`src/rtl/alarm_clk_pkg.sv`:
```
// Shared constants, state encoding and INIT address order for the alarm-clock write side.
package alarm_clk_pkg;

    localparam int unsigned ADDR_CUR_HR  = 0;
    localparam int unsigned ADDR_CUR_MIN = 1;
    localparam int unsigned ADDR_AL_HR   = 2;
    localparam int unsigned ADDR_AL_MIN  = 3;
    localparam int unsigned ADDR_AL_EN   = 5;
    localparam int unsigned ADDR_PARK    = 7;

    localparam int unsigned DEF_HOUR_MAX = 23;
    localparam int unsigned DEF_MIN_MAX  = 59;

    localparam logic [2:0] MODE_IDLE   = 3'd0;
    localparam logic [2:0] MODE_CUR_HR = 3'd1;
    localparam logic [2:0] MODE_CUR_MN = 3'd2;
    localparam logic [2:0] MODE_AL_HR  = 3'd3;
    localparam logic [2:0] MODE_AL_MN  = 3'd4;

    typedef enum logic [3:0] {
        INIT, IDLE, TICK, TOGGLE, SET_CH, SET_CM, SET_AH, SET_AM, COMMIT
    } state_t;

    // Memory locations cleared by the power-on sequence, in write order.
    function automatic int unsigned init_addr(input logic [2:0] step);
        case (step)
            3'd0:    return ADDR_CUR_HR;
            3'd1:    return ADDR_CUR_MIN;
            3'd2:    return ADDR_AL_HR;
            3'd3:    return ADDR_AL_MIN;
            default: return ADDR_AL_EN;
        endcase
    endfunction

endpackage

```
`src/rtl/wrap_inc.sv`:
```
// Increment-with-wrap: returns value+1, or 0 with wrap set once value reaches max_value.
module wrap_inc #(
    parameter int unsigned W = 8
) (
    input  logic [W-1:0] value,
    input  logic [W-1:0] max_value,
    output logic [W-1:0] next_value,
    output logic         wrap
);

    assign wrap       = (value >= max_value);
    assign next_value = wrap ? '0 : value + W'(1);

endmodule

```
`src/rtl/alarm_time_writer.sv`:
```
// Write-side controller: owns the time/alarm shadows and serialises their updates
// into single-cycle address/data writes, parking on a scratch address otherwise.
module alarm_time_writer
    import alarm_clk_pkg::*;
#(
    parameter int unsigned AW        = 4,
    parameter int unsigned DW        = 8,
    parameter int unsigned HOUR_MAX  = DEF_HOUR_MAX,
    parameter int unsigned MIN_MAX   = DEF_MIN_MAX,
    parameter int unsigned PARK_ADDR = ADDR_PARK
) (
    input  logic          clk,
    input  logic          reset,
    input  logic          btn_mode,
    input  logic          btn_up,
    input  logic          btn_ok,
    input  logic          alarm_toggle,
    input  logic          min_tick,
    output logic [AW-1:0] mem_addr,
    output logic [DW-1:0] mem_data,
    output logic          busy,
    output logic [2:0]    mode,
    output logic [DW-1:0] disp_hour,
    output logic [DW-1:0] disp_min
);

    localparam logic [AW-1:0] A_CUR_HR  = AW'(ADDR_CUR_HR);
    localparam logic [AW-1:0] A_CUR_MIN = AW'(ADDR_CUR_MIN);
    localparam logic [AW-1:0] A_AL_HR   = AW'(ADDR_AL_HR);
    localparam logic [AW-1:0] A_AL_MIN  = AW'(ADDR_AL_MIN);
    localparam logic [AW-1:0] A_AL_EN   = AW'(ADDR_AL_EN);
    localparam logic [AW-1:0] A_PARK    = AW'(PARK_ADDR);
    localparam logic [DW-1:0] HR_LIMIT  = DW'(HOUR_MAX);
    localparam logic [DW-1:0] MIN_LIMIT = DW'(MIN_MAX);

    state_t        state;
    logic [2:0]    step;
    logic [1:0]    pend;
    logic [DW-1:0] cur_hr, cur_min, al_hr, al_min;
    logic          al_en;
    logic [DW-1:0] edit_ch, edit_cm, edit_ah, edit_am;
    logic          commit_alarm;

    logic [DW-1:0] tick_min_next, tick_hr_next, edit_val, edit_max, edit_next;
    logic          tick_min_wrap, tick_hr_wrap, edit_wrap;
    logic          unused_wrap;

    wrap_inc #(.W(DW)) u_tick_min (
        .value(cur_min), .max_value(MIN_LIMIT), .next_value(tick_min_next), .wrap(tick_min_wrap)
    );
    wrap_inc #(.W(DW)) u_tick_hr (
        .value(cur_hr), .max_value(HR_LIMIT), .next_value(tick_hr_next), .wrap(tick_hr_wrap)
    );
    wrap_inc #(.W(DW)) u_edit (
        .value(edit_val), .max_value(edit_max), .next_value(edit_next), .wrap(edit_wrap)
    );

    assign unused_wrap = tick_hr_wrap ^ edit_wrap;

    always_comb begin
        edit_val = edit_ch;
        edit_max = HR_LIMIT;
        case (state)
            SET_CM:  begin edit_val = edit_cm; edit_max = MIN_LIMIT; end
            SET_AH:  begin edit_val = edit_ah; edit_max = HR_LIMIT;  end
            SET_AM:  begin edit_val = edit_am; edit_max = MIN_LIMIT; end
            default: ;
        endcase
    end

    // Each accepting edge drives the first write; sequence states drive the rest, then park.
    always_ff @(posedge clk) begin
        if (reset) begin
            state        <= INIT;
            step         <= '0;
            pend         <= '0;
            cur_hr       <= '0;
            cur_min      <= '0;
            al_hr        <= '0;
            al_min       <= '0;
            al_en        <= 1'b0;
            edit_ch      <= '0;
            edit_cm      <= '0;
            edit_ah      <= '0;
            edit_am      <= '0;
            commit_alarm <= 1'b0;
            mem_addr     <= A_PARK;
            mem_data     <= '0;
            busy         <= 1'b1;
            mode         <= MODE_IDLE;
            disp_hour    <= '0;
            disp_min     <= '0;
        end else begin
            mem_addr <= A_PARK;
            mem_data <= '0;
            busy     <= 1'b0;
            if (state != IDLE && min_tick && pend != 2'd3)
                pend <= pend + 2'd1;

            case (state)
                INIT: begin
                    if (step == 3'd5) begin
                        state <= IDLE;
                        step  <= '0;
                    end else begin
                        mem_addr <= AW'(init_addr(step));
                        busy     <= 1'b1;
                        step     <= step + 3'd1;
                    end
                end
                IDLE: begin
                    if (min_tick || pend != 2'd0) begin
                        cur_min <= tick_min_next;
                        if (tick_min_wrap)
                            cur_hr <= tick_hr_next;
                        if (pend != 2'd0)
                            pend <= pend - 2'd1;
                        mem_addr  <= A_CUR_MIN;
                        mem_data  <= tick_min_next;
                        busy      <= 1'b1;
                        disp_min  <= tick_min_next;
                        disp_hour <= tick_min_wrap ? tick_hr_next : cur_hr;
                        step      <= '0;
                        state     <= TICK;
                    end else if (alarm_toggle) begin
                        al_en    <= ~al_en;
                        mem_addr <= A_AL_EN;
                        mem_data <= {{(DW-1){1'b0}}, ~al_en};
                        busy     <= 1'b1;
                        state    <= TOGGLE;
                    end else if (btn_mode) begin
                        edit_ch <= cur_hr;
                        edit_cm <= cur_min;
                        edit_ah <= al_hr;
                        edit_am <= al_min;
                        mode    <= MODE_CUR_HR;
                        state   <= SET_CH;
                    end
                end
                TICK: begin
                    if (step == 3'd0) begin
                        mem_addr <= A_CUR_HR;
                        mem_data <= cur_hr;
                        busy     <= 1'b1;
                        step     <= 3'd1;
                    end else begin
                        step  <= '0;
                        state <= IDLE;
                    end
                end
                TOGGLE: state <= IDLE;
                SET_CH, SET_CM, SET_AH, SET_AM: begin
                    if (btn_ok) begin
                        if (state == SET_CH || state == SET_CM) begin
                            cur_hr       <= edit_ch;
                            cur_min      <= edit_cm;
                            pend         <= '0;
                            mem_addr     <= A_CUR_HR;
                            mem_data     <= edit_ch;
                            disp_hour    <= edit_ch;
                            disp_min     <= edit_cm;
                            commit_alarm <= 1'b0;
                        end else begin
                            al_hr        <= edit_ah;
                            al_min       <= edit_am;
                            mem_addr     <= A_AL_HR;
                            mem_data     <= edit_ah;
                            disp_hour    <= cur_hr;
                            disp_min     <= cur_min;
                            commit_alarm <= 1'b1;
                        end
                        busy  <= 1'b1;
                        mode  <= MODE_IDLE;
                        step  <= '0;
                        state <= COMMIT;
                    end else if (btn_mode) begin
                        case (state)
                            SET_CH: begin
                                state <= SET_CM;
                                mode  <= MODE_CUR_MN;
                            end
                            SET_CM: begin
                                state     <= SET_AH;
                                mode      <= MODE_AL_HR;
                                disp_hour <= edit_ah;
                                disp_min  <= edit_am;
                            end
                            SET_AH: begin
                                state <= SET_AM;
                                mode  <= MODE_AL_MN;
                            end
                            default: begin
                                state     <= IDLE;
                                mode      <= MODE_IDLE;
                                disp_hour <= cur_hr;
                                disp_min  <= cur_min;
                            end
                        endcase
                    end else if (btn_up) begin
                        case (state)
                            SET_CH:  begin edit_ch <= edit_next; disp_hour <= edit_next; end
                            SET_CM:  begin edit_cm <= edit_next; disp_min  <= edit_next; end
                            SET_AH:  begin edit_ah <= edit_next; disp_hour <= edit_next; end
                            default: begin edit_am <= edit_next; disp_min  <= edit_next; end
                        endcase
                    end
                end
                COMMIT: begin
                    if (step == 3'd0) begin
                        mem_addr <= commit_alarm ? A_AL_MIN : A_CUR_MIN;
                        mem_data <= commit_alarm ? al_min : cur_min;
                        busy     <= 1'b1;
                        step     <= 3'd1;
                    end else begin
                        step  <= '0;
                        state <= IDLE;
                    end
                end
                default: begin
                    state <= INIT;
                    step  <= '0;
                end
            endcase
        end
    end

endmodule

```
`config.mk`:
```
export PLATFORM = sky130hd
export DESIGN_NAME = alarm_time_writer
export DESIGN_NICKNAME = d
export VERILOG_FILES = /design/src/rtl/alarm_clk_pkg.sv /design/src/rtl/wrap_inc.sv /design/src/rtl/alarm_time_writer.sv
export SDC_FILE = /design/constraint.sdc
export NUM_CORES = 1
export LEC_CHECK = 0
export ABC_AREA = 0
export BUFFER_PORTS_ARGS = -buffer_cell sky130_fd_sc_hd__buf_2
export CAP_MARGIN = 5
export CORE_MARGIN = 2
export CORE_UTILIZATION = 25
export DETAILED_ROUTE_END_ITERATION = 10
export PLACE_DENSITY = 0.49
export SLEW_MARGIN = 30
export SYNTH_ARGS = -nofsm -noshare
export SYNTH_HDL_FRONTEND = slang
export SYNTH_SLANG_ARGS = --single-unit
```
`constraint.sdc`:
```
create_clock -name clk -period 2.9 [get_ports clk]
set_clock_uncertainty 0.1 [all_clocks]
set_input_delay 0.145 -clock clk [delete_from_list [all_inputs] [get_ports clk]]
set_output_delay 0.145 -clock clk [all_outputs]
set_load 0.01 [all_outputs]
```
* After elaboration in Yosys (flattened, before gate mapping)
Index checks and enable logic that the tools add are counted.
W data, S select, Z words.
** Word-level totals
- Register bits after elaboration :: 107
- Input bits :: 7
- Output and inout bits :: 32
- Logic and storage cells :: 202
** Operators by class
- Add/sub/neg operators :: 6
- Magnitude comparators :: 3
- Eq/ne operators :: 34
- Muxes and demuxes :: 110
- Bitwise logic cells :: 4
- Reduce and logical (&&, ||, !) cells :: 26
** Operator list (count)
- $mux W8 :: 52
- $pmux W8 S2 :: 10
- $mux W3 :: 13
- $pmux W8 S4 :: 1
- $reduce_and A8 Y1 :: 4
- $ne A2 B2 Y1 const B :: 15
- $pmux W3 S5 :: 2
- $mux W4 :: 7
- $add A8 B1 Y8 const B :: 3
- $pmux W8 S3 :: 1
- $ne A4 B4 Y1 const B :: 5
- $pmux W4 S5 :: 1
- $pmux W3 S3 :: 2
- $eq A4 B3 Y1 const B :: 4
- $mux W2 :: 8
- $reduce_and A5 Y1 :: 3
- $pmux W3 S4 :: 1
- $reduce_and A3 Y1 :: 4
- $eq A4 B2 Y1 const B :: 2
- $ge A8 B5 Y1 const B :: 1
- $ge A8 B6 Y1 :: 1
- $ge A8 B6 Y1 const B :: 1
- $mux W1 :: 8
- $eq A3 B2 Y1 const B :: 2
- other kinds (24) :: 32

* Logic depth before layout (Yosys ltp)
Gate-level depths: netlist of run 1.
- Word-level depth :: 10
- Gate-level depth with buffers :: 14
- Mapped depth without buffers :: 12

* Hierarchy
A second synthesis of run 1 with hierarchy kept.
** Second synthesis, totals
- Cells, all modules :: 863
- Area total of the unflattened synthesis :: 7026.7 µm²
** By module, submodules not included
- alarm_time_writer :: instances 1, cells each 725, area an instance 5960.7 µm², seq. area each 2122.0 µm²
- wrap_inc :: instances 3, cells each 46, area an instance 355.3 µm², seq. area each 0.0 µm²

* Worst setup path after synthesis of run 1
Ideal clock, no wire load.
- Path kind :: reg-to-reg
- Start :: register state[0]
- End :: register edit_ah[2]
- Library setup time :: 0.091 ns
- Arrival :: 2.547 ns
- Required time :: 2.709 ns
- Path slack :: 0.162 ns
- Cell stages (with the launch flop) :: 15
- Path buffers :: 2
- Period minus slack after synthesis :: 2.738 ns
- Cell sequence :: dfxtp_1 buf_6 and3b_1 buf_6 clkinv_8 o2bb2ai_1 nor2_2 inv_2 ha_1 a21o_1 a21o_1 and4_1 nor2_4 nand2_1 a311oi_1
** Between the ends
- Longest elaborated chain between the ends :: 10
- Elaborated cells on any way between the ends :: 26
- Classes of those cells :: add/sub: 1; order compare: 1; eq/ne: 12; mux: 8; reduce/logical: 4
** RTL lines
- start: declaration :: RTL line alarm_time_writer.sv:36 : state_t state;
- start signal: assignment :: RTL line alarm_time_writer.sv:74 : state <= INIT;
- start signal: assignment :: RTL line alarm_time_writer.sv:103 : state <= IDLE;
- start signal: assignment :: RTL line alarm_time_writer.sv:124 : state <= TICK;
- $eq A4 B3 Y1 :: RTL line alarm_time_writer.sv:63, alarm_time_writer.sv:100
- $reduce_or A2 Y1 (no source line)
- $mux W6 :: RTL line alarm_time_writer.sv:63 : case (state)
- $ge A8 B6 Y1 :: RTL line wrap_inc.sv:11 : assign wrap = (value >= max_value);
- $mux W8 :: RTL line wrap_inc.sv:12 : assign next_value = wrap ? '0 : value + W'(1);
- $mux W8 :: RTL line alarm_time_writer.sv:200 : case (state)
- $mux W8 :: RTL line alarm_time_writer.sv:199 : end else if (btn_up) begin
- $mux W8 :: RTL line alarm_time_writer.sv:176 : end else if (btn_mode) begin
- $mux W8 :: RTL line alarm_time_writer.sv:153 : if (btn_ok) begin
- $pmux W8 S2 :: RTL line alarm_time_writer.sv:100 : case (state)
- end signal: assignment :: RTL line alarm_time_writer.sv:134 : edit_ah <= al_hr;
- end signal: assignment :: RTL line alarm_time_writer.sv:203 : SET_AH: begin edit_ah <= edit_next; disp_hour <= edit_next; end
- end: declaration :: RTL line alarm_time_writer.sv:41 : logic [DW-1:0] edit_ch, edit_cm, edit_ah, edit_am;
Several ways; a longest one is shown, not always the timed one. The select of a mux whose other input is x is not followed.
A chain may end at the register's enable or synchronous reset.

* Worst setup path in the final report of run 1
- Start :: register state[1]
- End :: register edit_am[6]
** Between the ends
- Longest elaborated chain between the ends :: 10
- Elaborated cells on any way between the ends :: 27
- Classes of those cells :: add/sub: 1; order compare: 1; eq/ne: 12; mux: 8; reduce/logical: 5
** RTL lines
- $eq A4 B3 Y1, on equally long branches :: RTL line alarm_time_writer.sv:63, alarm_time_writer.sv:100, alarm_time_writer.sv:200
- $reduce_or A2 Y1 (no source line)
- $mux W6 :: RTL line alarm_time_writer.sv:63
- $ge A8 B6 Y1 :: RTL line wrap_inc.sv:11
- $mux W8 :: RTL line wrap_inc.sv:12
- $mux W8 :: RTL line alarm_time_writer.sv:200
- $mux W8 :: RTL line alarm_time_writer.sv:199
- $mux W8 :: RTL line alarm_time_writer.sv:176
- $mux W8 :: RTL line alarm_time_writer.sv:153
- $pmux W8 S2 :: RTL line alarm_time_writer.sv:100
- end signal: assignment :: RTL line alarm_time_writer.sv:135 : edit_am <= al_min;
- end signal: assignment :: RTL line alarm_time_writer.sv:204 : default: begin edit_am <= edit_next; disp_min <= edit_next; end
- end: declaration :: RTL line alarm_time_writer.sv:41
Several ways; a longest one is shown, not always the timed one. The select of a mux whose other input is x is not followed.

==> impl.org, run 1 <==
** Yosys
- Number of storage elements in the synthesis netlist :: 106
- The biggest area contributor in the post-synthesis netlist is dfxtp_1.
- The Yosys step of the flow raised 0 warnings.
- The number of nets in the synthesized netlist is 838.
- Ys async rst share :: 0
- Dividing the synthesized area by the synthesized cell count gives 7.966 um^2.
- The cell area that synthesis handed to floorplanning was 0.006540 mm^2.
- Post-synth EDFFs :: 0
- After synthesis, the cell types taking the most area are dfxtp_1 (32%), mux2i_1 (7.3%), nor2_1 (6.6%).
- In the synthesized netlist the dominant register cell turns out to be dfxtp_1.
- Yosys cell types :: 89
- The share of the Yosys chip area taken by registers is 0.3245.
- Counting every instance in the synthesized netlist gives 821.
- Top-area cell type share of the netlist area :: 0.3245

** Setup path
- In this run the critical register-to-register path is captured at edit_am[6]$_SDFFE_PP0P_.
- By instance count, the cell type seen most on the critical path is a21oi_2.
- Along the worst path, the maximum fanout reaches 6.
- The worst setup path is captured at a flip-flop.
- Critical Path RT :: 3.09 ns
- Cell count of the worst reg-to-reg path :: 13
- The worst setup path is of the flip-flop to flip-flop kind.
- Worst-path cell chain :: buf_6 > mux2i_4 > o2bb2ai_4 > nor2_4 > inv_2 > ha_4 > a21o_1 > a21oi_2 > o2111ai_2 > nor4_2 > buf_4 > a21oi_2 > a211oi_1
- Slowest-stage cell, CP :: dfxtp_4
- Reg2Reg Launch Point :: state[1]$_SDFFE_PP0P_
- Setup slack of the worst register-to-register path :: 0.11 ns
- STA classifies the critical path startpoint as a flip-flop.
- Launch point of the critical path :: state[1]$_SDFFE_PP0P_
- Data arrival, critical path :: 2.98 ns
- In this run the worst setup path terminates at edit_am[6]$_SDFFE_PP0P_.
- Max incr delay on CP :: 0.40 ns

** Power and ir drop
- Cell area power density :: 381.0 mW/mm^2
- Internal Power :: 2229 uW
- In this run the static leakage power is 0.002645 uW.
- Switch Pwr :: 771.8 uW
- Switching power as a share of total power :: 0.2572
- The share of total power dissipated in the clock network is 0.436.
- The share of total power dissipated in combinational logic is 0.066.
- IR analysis of the VDD net gives a maximum drop of 0.2345 mV.
- Of the total power, registers draw 0.498.

** Finish
- In the final layout, flip-flops and latches occupy 0.002130 mm^2.
- Finished Layout Cells :: 1217
- Antenna fix cells :: 0
- Layout cells sized above 1 :: 0.2120
- The area growth from synthesis to layout is 20.43%.
- Summing all multi-input logic gate instances after layout gives 0.004153 mm^2.
- Number of fill cells in the layout :: 2799
- At the end of the flow, the number of nets in the layout was 894.

** STA
- Final setup vio count :: 0
- Final hold violation count :: 0
- On the final layout, the worst hold slack is 0.1139 ns.
- Transition time of the tightest slew-check pin :: 0.8233 ns
- Worst slew margin relative to its limit :: 0.4511
- Post-route clock period utilization :: 0.9622
- Max-slew violation total from the final report :: 0
- Timing would allow up to 358.4 MHz.
- Min Tclk post-route :: 2.790 ns
- Setup slack closes at 0.1096 ns.

** Route
- Number of DRC violations after detailed routing :: 0
- In the routed layout, each cell is associated on average with a via count of 5.440.
- After detailed routing, no signal wire sits above met4.
- Total routed wire length on the met1 layer :: 11700 um
- Wire length on met2 :: 11510 um
- Routed wire per std cell :: 21.02 um
- Summing over every cut layer, the via total after detailed routing is 6620.
- In this run the remaining antenna-violating nets after routing total 0.
- Drt first pass iters :: 6
- In the detailed route, the total length drawn on met3 is 1685 um.
- For this block, the initial DRC count from the detailed router was 708.
- Final Routed Wirelength :: 25580 um

** Floorplanning
- Effective utilization at floorplan :: 0.2531
- In this run the vertical extent of the chip is 165.7 um.
- Overall die width :: 165.7 um
- In this run the standard cell core region covers 0.02584 mm^2.
- Die footprint :: 0.02747 mm^2
- During I/O placement, the number of pins put on the boundary was 39.
- Cell Rows :: 59

** Global routing
- The first global-routing pass estimated 38980 um of wire.
- Entering global routing, the biggest net connects 40 pins.
- The initial antenna violation count was 0.
- The via count of the first global-routing pass came to 6342.
- Summed over all layers, the global routing overflow is 0.
- Across every metal layer, demand over resource in global routing totals 0.1825.

** CTS
- Total number of H-tree levels :: 3
- Number of hold buffers added after cts :: 0
- Clock tree from TritonCTS :: built
- For this design, the sink count on the clock tree is 106.
- After clock tree synthesis, the clock-pin slew on the worst setup and hold paths is 0.08 ns.
- Clock latency on the worst-skew pair, taken at its later pin, is 0.37 ns.
- CTS placed an instance of clkbuf_16 at the clock tree root.
- Maximum buffer depth of the clock tree :: 2
- Clock tree synthesis inserted a total of 9 buffers.

** Placed design
- Post-detailed-placement half-perimeter wirelength :: 18110 um
- The count of buffers added on input and output ports is 37.
- Placed Cells incl. Taps :: 1194
- Routability congestion estimate from global placement :: 0.9479
- Timing analysis after detailed placement gives a worst setup slack of 0.04883 ns.

** Job
- Across the run, the number of max-cap violations was 0.

** Outcome
- The flow ran to the end, and the final reports show no timing, DRC or antenna violations.

** Min path
- Min-Delay Path Class :: input pin to flip-flop
cell usage in the layout (no fill, tap or decap), types with 15 or more instances in the layout:
cell type,count
mux2i_1,47
dfxtp_1,104
a311oi_1,24
o21ai_0,39
nand2_1,95
nor2_1,114
nor3_1,15
nand3_1,15
buf_2,37
a21oi_1,67
buf_4,65
area by class of cell:
class | count | area share
Inverter | 16 | 0.009214
Clock buffer | 10 | 0.02907
Sequential cell | 106 | 0.2704
Clock inverter | 6 | 0.009214
Tap cell | 335 | 0.05322
Timing Repair Buffer | 109 | 0.1017
Multi-Input combinational cell | 635 | 0.5272
power groups by stage:
| stage | Sequential, uW | Combinational (uW) | Clock [uW] |
|---|---|---|---|
| 6_report | 1490 | 199 | 1310 |
| 5_1_grt | 1500 | 219 | 1390 |
| 4_1_cts | 1490 | 196 | 1340 |
| 3_5_place_dp | 1530 | 196 | 0 |
| 3_3_place_gp | 1530 | 195 | 0 |
| 2_1_floorplan | 1530 | 125 | 0 |
how the worst min path moves through the flow:
stage,from,slack [ns],to,cells past startpoint
floorplan,btn_ok,0.21,cur_min[3]$_SDFFE_PP0P_,2
global placement,mode[2]$_SDFFE_PP0P_,0.34,mode[2]$_SDFFE_PP0P_,2
detailed placement,mode[2]$_SDFFE_PP0P_,0.35,mode[2]$_SDFFE_PP0P_,2
CTS,btn_mode,0.11,state[2]$_SDFFE_PP0P_,3
global route,alarm_toggle,0.13,al_en$_SDFFE_PP0P_,4
finish,min_tick,0.11,busy$_SDFF_PP1_,3
synthesized netlist by cell type (all sizes together) (5+ instances only):
master	instances
o2111ai	5
o221ai	10
nand2b	10
a211oi	10
a31oi	6
ha	10
nor2	118
nor4	5
nand2	97
clkbuf	32
and2	7
buf	32
o22ai	15
a311oi	25
nor2b	8
inv	15
or3	5
o211ai	5
nor3	17
nor3b	6
nand4	5
nand3	15
mux2	7
a21oi	70
dfxtp	106
a22oi	7
a21o	5
o21ai	45
mux2i	48
registers in the layout (all words and copies together), names as in the netlist:
register      cells
al_en             1
al_hr             8
al_min            8
busy              1
commit_alarm      1
cur_hr            8
cur_min           8
disp_hour         8
disp_min          8
edit_ah           8
edit_am           8
edit_ch           8
edit_cm           8
mem_addr          3
mem_data          8
mode              3
pend              2
state             4
step              3
cells by family (layout without fill, tap and decap cells):
family,Yosys count,in the layout,synth area share
and+or+nand+nor,317,317,0.2391
AOI/OAI and AO/OA,244,244,0.2566
other,1,1,0.0005734
DFF,106,106,0.3245
xor gates and xnor gates,7,7,0.009375
adders and majority gates,11,11,0.02066
muxes,55,55,0.08552
buffers and inverters,80,141,0.06371
worst max-delay path, delay by kind of cell (launching register included):
family / cells / cell delay (ns)
AO/OA/AOI/OAI: 6 / 0.87
AND/OR/NAND/NOR: 2 / 0.43
buffers and inverters: 3 / 0.40
adder cells (fa/ha/maj): 1 / 0.23
multiplexers: 1 / 0.26
flip-flops: 1 / 0.40
metal layers:
layer,up-vias,GRT usage
li1,3127,-
met1,3213,0.2541
met2,231,0.2881
met3,49,0.03074
met4,0,0.05747
met5,-,0
metrics by stage:
step | instance area (um^2) | setup TNS [ns] | util | total power (uW)
after floorplan | 6540 | 0 | - | 1652
after global placement | 7345 | 0 | 0.2843 | 1724
after detailed placement | 7353 | 0 | 0.2846 | 1725
after CTS | 7655 | 0 | 0.2963 | 3031
after global routing | 7876 | -0.09114 | 0.3048 | 3108
final | 7876 | 0 | 0.3048 | 3001
what timing repair did:
item | in CTS | in global routing
setup buffers | 0 | 6
setup endpoints to repair | 0 | 38
resized for setup | 0 | 31
No activity file was read; power rests on OpenSTA's default activity.
==> run 2: changes to the inputs <==
- REMOVE_ABC_BUFFERS: unset -> 1
==> run 2 against run 1 <==
Flip-flop and latch count stayed put. Sequential share of layout area is 0.34 points lower. Combinational power is 5% higher. Fmax is 0.79% lower. Non-clock buffer count is 30 higher. Worst hold slack worse by 0.00084 ns. Count of clock-buffer cells in the layout is 1 lower. Die area stayed put.
==> impl.org, run 2 (synthesized netlist as in run 1, its figures left out) <==
** Outcome
- Result of the run :: complete, no violations

** Setup path
- Reg2Reg Launch Point :: state[2]$_SDFFE_PP0P_
- Setup slack of the worst register-to-register path :: 0.09 ns (-0.02 ns)
- The worst path arrival time is 2.98 ns (about the same).
- Kind of critical path :: flip-flop to flip-flop
- The worst register-to-register path ends at edit_ch[2]$_SDFFE_PP0P_.
- STA classifies the critical path endpoint as a flip-flop.
- STA classifies the critical path startpoint as a flip-flop.
- The required time at the endpoint of the critical path was 3.07 ns (-0.02 ns).
- The number of cells on the worst reg-to-reg path is 14 (+1).
- The maximum fanout encountered on the critical timing path was 9 (+3).

** Floorplanning
- Effective utilization at floorplan :: 0.2531 (unchanged)
- Ports :: 39 (unchanged)
- Vert. Die Dim :: 165.7 um (unchanged)
- The total core area is 0.02584 mm^2 (unchanged).
- The die area was 0.02747 mm^2 (unchanged).
- Cell Rows :: 59 (unchanged)
- The floorplan die width was 165.7 um (unchanged).

** Route
- The residual DRC count was 0 (unchanged).
- Final Routed Wirelength :: 26370 um (+3.1%)
- The violation count after the first detailed-route iteration came to 763 (+7.8%).
- The total vias in the final route is 6810 (+2.9%).
- Drt first pass iters :: 6 (unchanged)
- The number of nets with antenna violations after routing was 0 (unchanged).
- Via/cell ratio :: 5.461 (+0.40%)
- The average wire per cell in the routed design came to 21.15 um (+0.61%).

** Placed design
- The number of instances in the placed design is 1229 (+2.9%).
- The count of buffers from port buffering is 37 (unchanged).
- The post-detailed-placement half-perimeter wirelength came to 19340 um (+6.8%).
- Cell area after placement :: 0.007557 mm^2 (+2.8%)
- Routability congestion estimate from global placement :: 0.9213 (-2.8%)

** STA
- Sum of negative setup slack :: 0 ns (unchanged)
- Max-slew violation total from the final report :: 0 (unchanged)
- Post-route clock period utilization :: 0.9699 (+0.007657)
- The minimum period implied by the final worst setup slack was 2.813 ns (+0.02221 ns).
- Final setup vio count :: 0 (unchanged)
- Transition time of the tightest slew-check pin :: 0.6783 ns (-0.1450 ns)
- RSZ-0062 raised after global routing :: true
- Worst slew margin relative to its limit :: 0.5361 (+0.08498)
- The highest clock frequency the design can meet was 355.5 MHz (-0.79%).
- The number of failing hold endpoints at the final stage came to 0 (unchanged).

** Global routing
- Global route total overflow :: 0 (unchanged)
- Largest net degree at the start of global routing :: 40 (unchanged)
- The layer flagged by global routing as most heavily used is met2.
- GRT Total Usage :: 0.1858 (+0.003366)
- Number of antenna violations at the first check in global routing :: 0 (unchanged)
- The fraction of met2 tracks used by global routing was 0.2935 (+0.005412).
- GR Util met1 :: 0.2550 (+0.0008891)
- The wire length of the first global-routing pass was 39720 um (+1.9%).
- Number of global-route vias before repair :: 6331 (-0.17%)
- The global routing usage on met3 was 0.02741 (-0.003337).

** CTS
- The clock-pin slew on the worst setup and hold paths came to 0.08 ns (about the same).
- Total number of H-tree levels :: 3 (unchanged)
- The cts-stage hold buffer count is 0 (unchanged).
- Clock latency at the later pin of the worst-skew pair :: 0.37 ns (about the same)
- Cell chosen for the clock root :: clkbuf_16
- The maximum buffer depth of the clock tree was 2 (unchanged).
- The number of sinks driven by the clock tree came to 106 (unchanged).
- Clock buffers created by TritonCTS :: 9 (unchanged)
- Clock tree from TritonCTS :: built

** Power and ir drop
- The power density relative to cell area was 365.5 mW/mm^2 (-4.1%).
- Switch Pwr :: 770.4 uW (-0.18%)
- Sequential share of power :: 0.513 (+0.015)
- Portion of total power attributed to the clock network :: 0.415 (-0.021)
- The portion of total power attributed to combinational logic is 0.072 (+0.006).
- Peak supply drop :: 0.2036 mV (-13%)
- The switching part of the total came to 0.2646 (+0.007394).
- Internal Power :: 2141 uW (-3.9%)
- The leakage power is 0.002773 uW (+4.8%).

** Min path
- Hold path endpoint :: al_en$_SDFFE_PP0P_
- Start point of the worst min-delay path :: alarm_toggle
- Min-Delay Path Class :: input pin to flip-flop
- The worst hold path stage count is 4 (+1).

** Finish
- Leading cell types in the layout, fill and taps excluded :: nor2_1 (115), dfxtp_1 (104), buf_4 (100), nand2_1 (91), a21oi_1 (69)
- The number of nets in the finished design was 924 (+3.4%).
- Leaving out fill and tap cells, the most frequent cell in the layout is nor2_1.
- Area growth from synthesis to final layout :: 21.81%
- The count of placed standard cells in the final layout, fillers left out is 1247 (+2.5%).
- The number of antenna diodes came to 0 (unchanged).
- Final instance area :: 0.007966 mm^2 (+1.1%)
- The share of layout cells above drive strength 1 was 0.2379 (+0.02592).

** Job
- The number of max-cap violations is 0 (unchanged).
run 2: cell count changes in the layout (fill, tap and decap cells not counted), moves of 2 or more:
| cell | before | now |
|---|---|---|
| ha_4 | 2 | 0 |
| a21oi_1 | 67 | 69 |
| a311oi_1 | 24 | 19 |
| a311oi_2 | 1 | 6 |
| a2bb2oi_1 | 1 | 3 |
| buf_6 | 2 | 0 |
| ha_1 | 7 | 10 |
| buf_12 | 4 | 1 |
| nand2_2 | 2 | 6 |
| buf_4 | 65 | 100 |
| nand2_1 | 95 | 91 |
| a2bb2oi_2 | 2 | 0 |
| a21oi_2 | 3 | 1 |
run 2: layout make-up:
cell class	count	area [um^2]
inverters	16	72.57
repair buffers	139	960.9
clock inverters	7	55.05
clock buffers	9	225.2
multi-input cells	635	4106
well taps	335	419.2
flip-flops and latches	106	2127
fillers	2773	17870
run 2: layer usage:
layer	share of wire	vias up
met5	0	-
met1	0.44	3276
met4	0.032	0
met2	0.46	289
met3	0.068	56
li1	-	3189
run 2: stage by stage:
stage	setup WS, ns	hold slack, ns	power [uW]	utilization
after floorplan	-0.6893	0.1096	1628	-
after global placement	0.006134	0.3462	1736	0.2925
after detailed placement	-0.08344	0.3500	1734	0.2925
after CTS	0.01983	0.09889	2932	0.3037
after global routing	-0.03580	0.1132	3011	0.3083
final	0.08741	0.1130	2912	0.3083
run 2: worst max path at each step:
stage,end,from,slack (ns),cells after the start
finish,edit_ch[2]$_SDFFE_PP0P_,state[2]$_SDFFE_PP0P_,0.09,14
floorplan,edit_ch[6]$_SDFFE_PP0P_,state[2]$_SDFFE_PP0P_,-0.69,11
global placement,disp_hour[6]$_SDFFE_PP0P_,state[2]$_SDFFE_PP0P_,0.006,14
detailed placement,disp_hour[6]$_SDFFE_PP0P_,state[2]$_SDFFE_PP0P_,-0.08,14
CTS,disp_hour[6]$_SDFFE_PP0P_,state[2]$_SDFFE_PP0P_,0.02,15
global route,edit_cm[2]$_SDFFE_PP0P_,state[2]$_SDFFE_PP0P_,-0.04,14
run 2: timing repair:
item,4_1_cts,5_1_grt
endpoints found under the hold margin,0,0
gates resized for setup,3,21
setup endpoints to repair,23,27
setup buffers,0,2
pin swaps,0,5
run 2: power groups by stage:
| stage | logic (uW) | clock network (uW) | registers, uW |
|---|---|---|---|
| 5_1_grt | 226 | 1290 | 1500 |
| 2_1_floorplan | 95.5 | 0 | 1530 |
| 6_report | 209 | 1210 | 1490 |
| 3_5_place_dp | 205 | 0 | 1530 |
| 3_3_place_gp | 206 | 0 | 1530 |
| 4_1_cts | 206 | 1230 | 1490 |
run 2: critical path: stages, from the launching register on:
cell      delay [ns]
dfxtp_2         0.34
buf_4           0.17
nor2b_4         0.14
buf_4           0.15
o22a_1          0.21
nand2_2         0.08
inv_1           0.04
ha_1            0.20
a21o_1          0.21
a21o_1          0.19
and4_2          0.26
nor2_4          0.13
buf_12          0.14
nand2_2         0.09
a311oi_1        0.26
==> run 3: changes to the inputs <==
- SYNTH_HIERARCHICAL: unset -> 1
==> run 3 against run 2 <==
The run now ends with negative setup slack left. Worst hold slack worse by 0.042 ns. Power is 50% higher. Non-clock buffer count is 8 higher. Routed wire length is 6.4% lower. Utilization is 1.8 points higher. Final area is 13% higher. Clock power is 9.9% higher. Flip-flop and latch count stayed put. Highest routed layer unchanged.
==> impl.org, run 3 <==
** Setup path
- STA classifies the critical path startpoint as a flip-flop.
- The worst setup path is captured at a flip-flop.
- Critical Path RT :: 3.07 ns (about the same)
- The critical path starts at state[1]$_SDFFE_PP0P_.
- The stage delay of the slowest cell on the critical path is 0.44 ns (+0.10 ns).
- Kind of critical path :: flip-flop to flip-flop
- Slowest-stage cell, CP :: dfxtp_4
- Worst-path cell chain :: buf_12 > mux2_4 > o22ai_4 > a21oi_2 > ha_1 > and3_4 > o211ai_1 > o21ai_2 > buf_6 > nor2_2 > o21ai_2 > a21oi_1 > a21o_1 > a22o_1
- Kind of cell adding the most delay to the critical path :: compound AO/OA/AOI/OAI gates
- The number of buffers and inverters on the critical path was 2 (-2).
- The worst register-to-register path begins at state[1]$_SDFFE_PP0P_.
- The maximum fanout encountered on the critical timing path is 8 (-1).
- Data arrival, critical path :: 3.21 ns (+0.23 ns)
- CP dominant cell by count :: o21ai_2

** STA
- Worst slew margin relative to its limit :: 0.4595 (-0.07661)
- Minimum hold slack :: 0.07077 ns (-0.04226 ns)
- Max-slew violation total from the final report :: 0 (unchanged)
- Post-layout worst setup margin :: -0.1415 ns (-0.2289 ns)
- Fmax :: 328.8 MHz (-7.5%)
- The share of the clock period used by the worst path after layout is 1.049 (+0.07892).
- Final setup vio count :: 15 (+15)
- The number of failing hold endpoints at the final stage was 0 (unchanged).
- The minimum period implied by the final worst setup slack is 3.041 ns (+0.2289 ns).
- Transition time of the tightest slew-check pin :: 0.8091 ns (+0.1308 ns)
- RSZ-0062 raised after global routing :: true

** Yosys
- The sequential fraction of the synthesis area is 0.3020 (-0.02247).
- Area of the mapped netlist :: 0.007027 mm^2 (+7.4%)
- Yosys cell types :: 68 (-24%)
- The number of register bits inferred by synthesis came to 106 (unchanged).
- For this run, the leading register cell type out of synthesis is dfxtp_1.
- Synthesis Warnings :: 6 (+6)
- Ys async rst share :: 0 (unchanged)
- Top-area cell type share of the netlist area :: 0.3020 (-0.02247)
- Post-synth EDFFs :: 0 (unchanged)
- The post-synthesis area per instance is 8.142 um^2 (+2.2%).
- Synth top cells by count :: nor2_1 (130), dfxtp_1 (106), a21oi_1 (85)
- Most used standard cell by instance count after synthesis :: nor2_1
- Post-Syn Instances :: 863 (+5.1%)
- The largest total area in the synthesized netlist belongs to dfxtp_1.
- After synthesis, the cell types taking the most area are dfxtp_1 (30%), mux2i_1 (8.7%), nor2_1 (6.9%).

** Floorplanning
- The die area was 0.02946 mm^2 (+7.3%).
- Ports :: 39 (unchanged)
- The floorplan die width was 171.7 um (+3.6%).
- Cell Rows :: 61 (+3.4%)
- Vert. Die Dim :: 171.7 um (+3.6%)
- Core ar. :: 0.02771 mm^2 (+7.2%)
- The effective utilization at floorplan is 0.2536 (+0.0005007).

** Power and ir drop
- Peak supply drop :: 0.2127 mV (+4.5%)
- The power density relative to cell area is 484.3 mW/mm^2 (+32%).
- The leakage power is 0.003488 uW (+26%).

** Finish
- In the layout the commonest cells are nor2_1 (122), dfxtp_1 (103), buf_4 (102), a21oi_1 (71), mux2i_1 (61).
- Compared with the post-synthesis result, the final layout area differs by 28.54%.
- Count of nets after finishing :: 1021 (+10%)
- Layout cells sized above 1 :: 0.2753 (+0.03737)
- The final-layout fill cell count is 2944 (+6.2%).
- Final instance area :: 0.009032 mm^2 (+13%)
- Antenna fix cells :: 0 (unchanged)
- Leaving out fill and tap cells, the most frequent cell in the layout is nor2_1.

** Global routing
- Number of antenna violations at the first check in global routing :: 0 (unchanged)
- GRT Total Usage :: 0.1691 (-0.01670)
- Largest net degree at the start of global routing :: 56 (+40%)
- First-pass GRT wire length :: 38000 um (-4.3%)
- Number of global-route vias before repair :: 6485 (+2.4%)
- The overflow left after global routing came to 0 (unchanged).

** Placed design
- Placement Setup Slack :: -0.4180 ns (-0.3346 ns)
- The count of buffers from port buffering is 37 (unchanged).
- The post-detailed-placement half-perimeter wirelength is 18150 um (-6.1%).
- The total placed instance area came to 0.008253 mm^2 (+9.2%).
- The final estimated routing congestion in global placement is 0.8942 (-2.9%).

** Route
- Number of DRC violations after detailed routing :: 0 (unchanged)
- The violation count after the first detailed-route iteration came to 513 (-33%).
- The average wire per cell in the routed design came to 18.07 um (-15%).
- Overall via count from detail_route :: 6814 (+0.059%)
- The detailed-routing iteration count for the pre-antenna-repair pass came to 5 (-1).
- Via/cell ratio :: 4.988 (-8.7%)
- Residual antenna-violating net count after detailed routing :: 0 (unchanged)
- The final routed wirelength across all metal layers came to 24680 um (-6.4%).

** CTS
- Clock tree from TritonCTS :: built
- The total clock buffers created by CTS came to 9 (unchanged).
- The cell sitting at the root of the clock tree is a clkbuf_16.
- Clock slew at the register clock pins of the worst setup and hold paths :: 0.08 ns (about the same)
- Maximum buffer depth of the clock tree :: 2 (unchanged)
- CTS Sinks :: 106 (unchanged)
- Total number of H-tree levels :: 3 (unchanged)
- Clock latency at the later pin of the worst-skew pair :: 0.37 ns (about the same)

** Outcome
- The checks that failed: negative setup slack.
- The run finished, with violations left.

** Min path
- Min-Delay Path Class :: input pin to flip-flop
- Start point of the worst min-delay path :: alarm_toggle

** Job
- Max cap viols :: 0 (unchanged)
## run 3: changes by cell type in the layout (fill, tap and decap cells not counted), sizes merged, moves of 15 or more
| cell | previous run | this run |
|---|---|---|
| a21oi | 70 | 88 |
| ha | 10 | 31 |
| inv | 16 | 36 |
| conb | 1 | 22 |
| nand2 | 97 | 61 |
| a311oi | 25 | 1 |
| o21ai | 45 | 30 |
| a211oi | 10 | 41 |
## run 3: area by class of cell
cell class	count	area, um^2	share of cell area
well taps	378	473.0	0.05236
clock buffers	9	225.2	0.02493
flip-flops and latches	106	2131	0.2359
inverters	35	137.6	0.01524
repair buffers	147	1105	0.1223
clock inverters	7	86.33	0.009558
multi-input cells	684	4875	0.5397
## run 3: final timing paths
kind,endpoint,slack [ns],cells past startpoint
worst min-delay path,al_en$_SDFFE_PP0P_,0.07,4
worst max register to register,disp_min[6]$_SDFFE_PP0P_,-0.14,14
worst min register to register,al_hr[2]$_SDFFE_PP0P_,0.36,2
worst max-delay path,disp_min[6]$_SDFFE_PP0P_,-0.14,14
## run 3: routing by layer
| layer | GRT usage | up-vias | routed length (um) |
|---|---|---|---|
| li1 | - | 3333 | - |
| met1 | 0.2228 | 3265 | 11170 |
| met2 | 0.2816 | 186 | 11670 |
| met3 | 0.02416 | 30 | 1195 |
| met4 | 0.05822 | 0 | 642 |
| met5 | 0 | - | 0 |
## run 3: worst min-delay path: stages
cell     delay (ns)
buf_2          0.12
nand3_1        0.10
xor2_1         0.07
nor2_1         0.07
## run 3: cells by family after synthesis
family / Yosys count / share of synthesized area
simple gates: 287 / 0.1928
compound gates: 246 / 0.2477
flops: 106 / 0.3020
buf+inv: 93 / 0.06108
mux: 78 / 0.1152
fa+ha+maj: 31 / 0.05520
xor+xnor: 20 / 0.02493
other cells: 2 / 0.001069
## run 3: repair_timing
action | 4_1_cts | 5_1_grt
pin swaps | 14 | 33
resized for setup | 48 | 45
hold buffers | 0 | 0
setup buffers | 2 | 16
endpoints found under the setup margin | 48 | 50
cloned | 0 | 1
## run 3: power by group
part | leakage, uW | internal (uW) | total, uW | switching (uW)
combinational | 0.00248 | 601 | 1400 | 795
sequential | 0.000859 | 1560 | 1640 | 85.6
clock | 0.000147 | 686 | 1330 | 647
total | 0.00349 | 2850 | 4370 | 1530
## run 3: through the flow
stage | total power (uW) | cells | util | setup TNS [ns]
4_1_cts | 4275 | 1351 | 0.3150 | -1.827
3_3_place_gp | 2882 | 1333 | 0.2979 | -8.489
5_1_grt | 4606 | 1366 | 0.3260 | -6.426
2_1_floorplan | 2381 | 825 | - | -72.43
6_report | 4374 | 1366 | 0.3260 | -1.235
3_5_place_dp | 2884 | 1333 | 0.2979 | -8.765
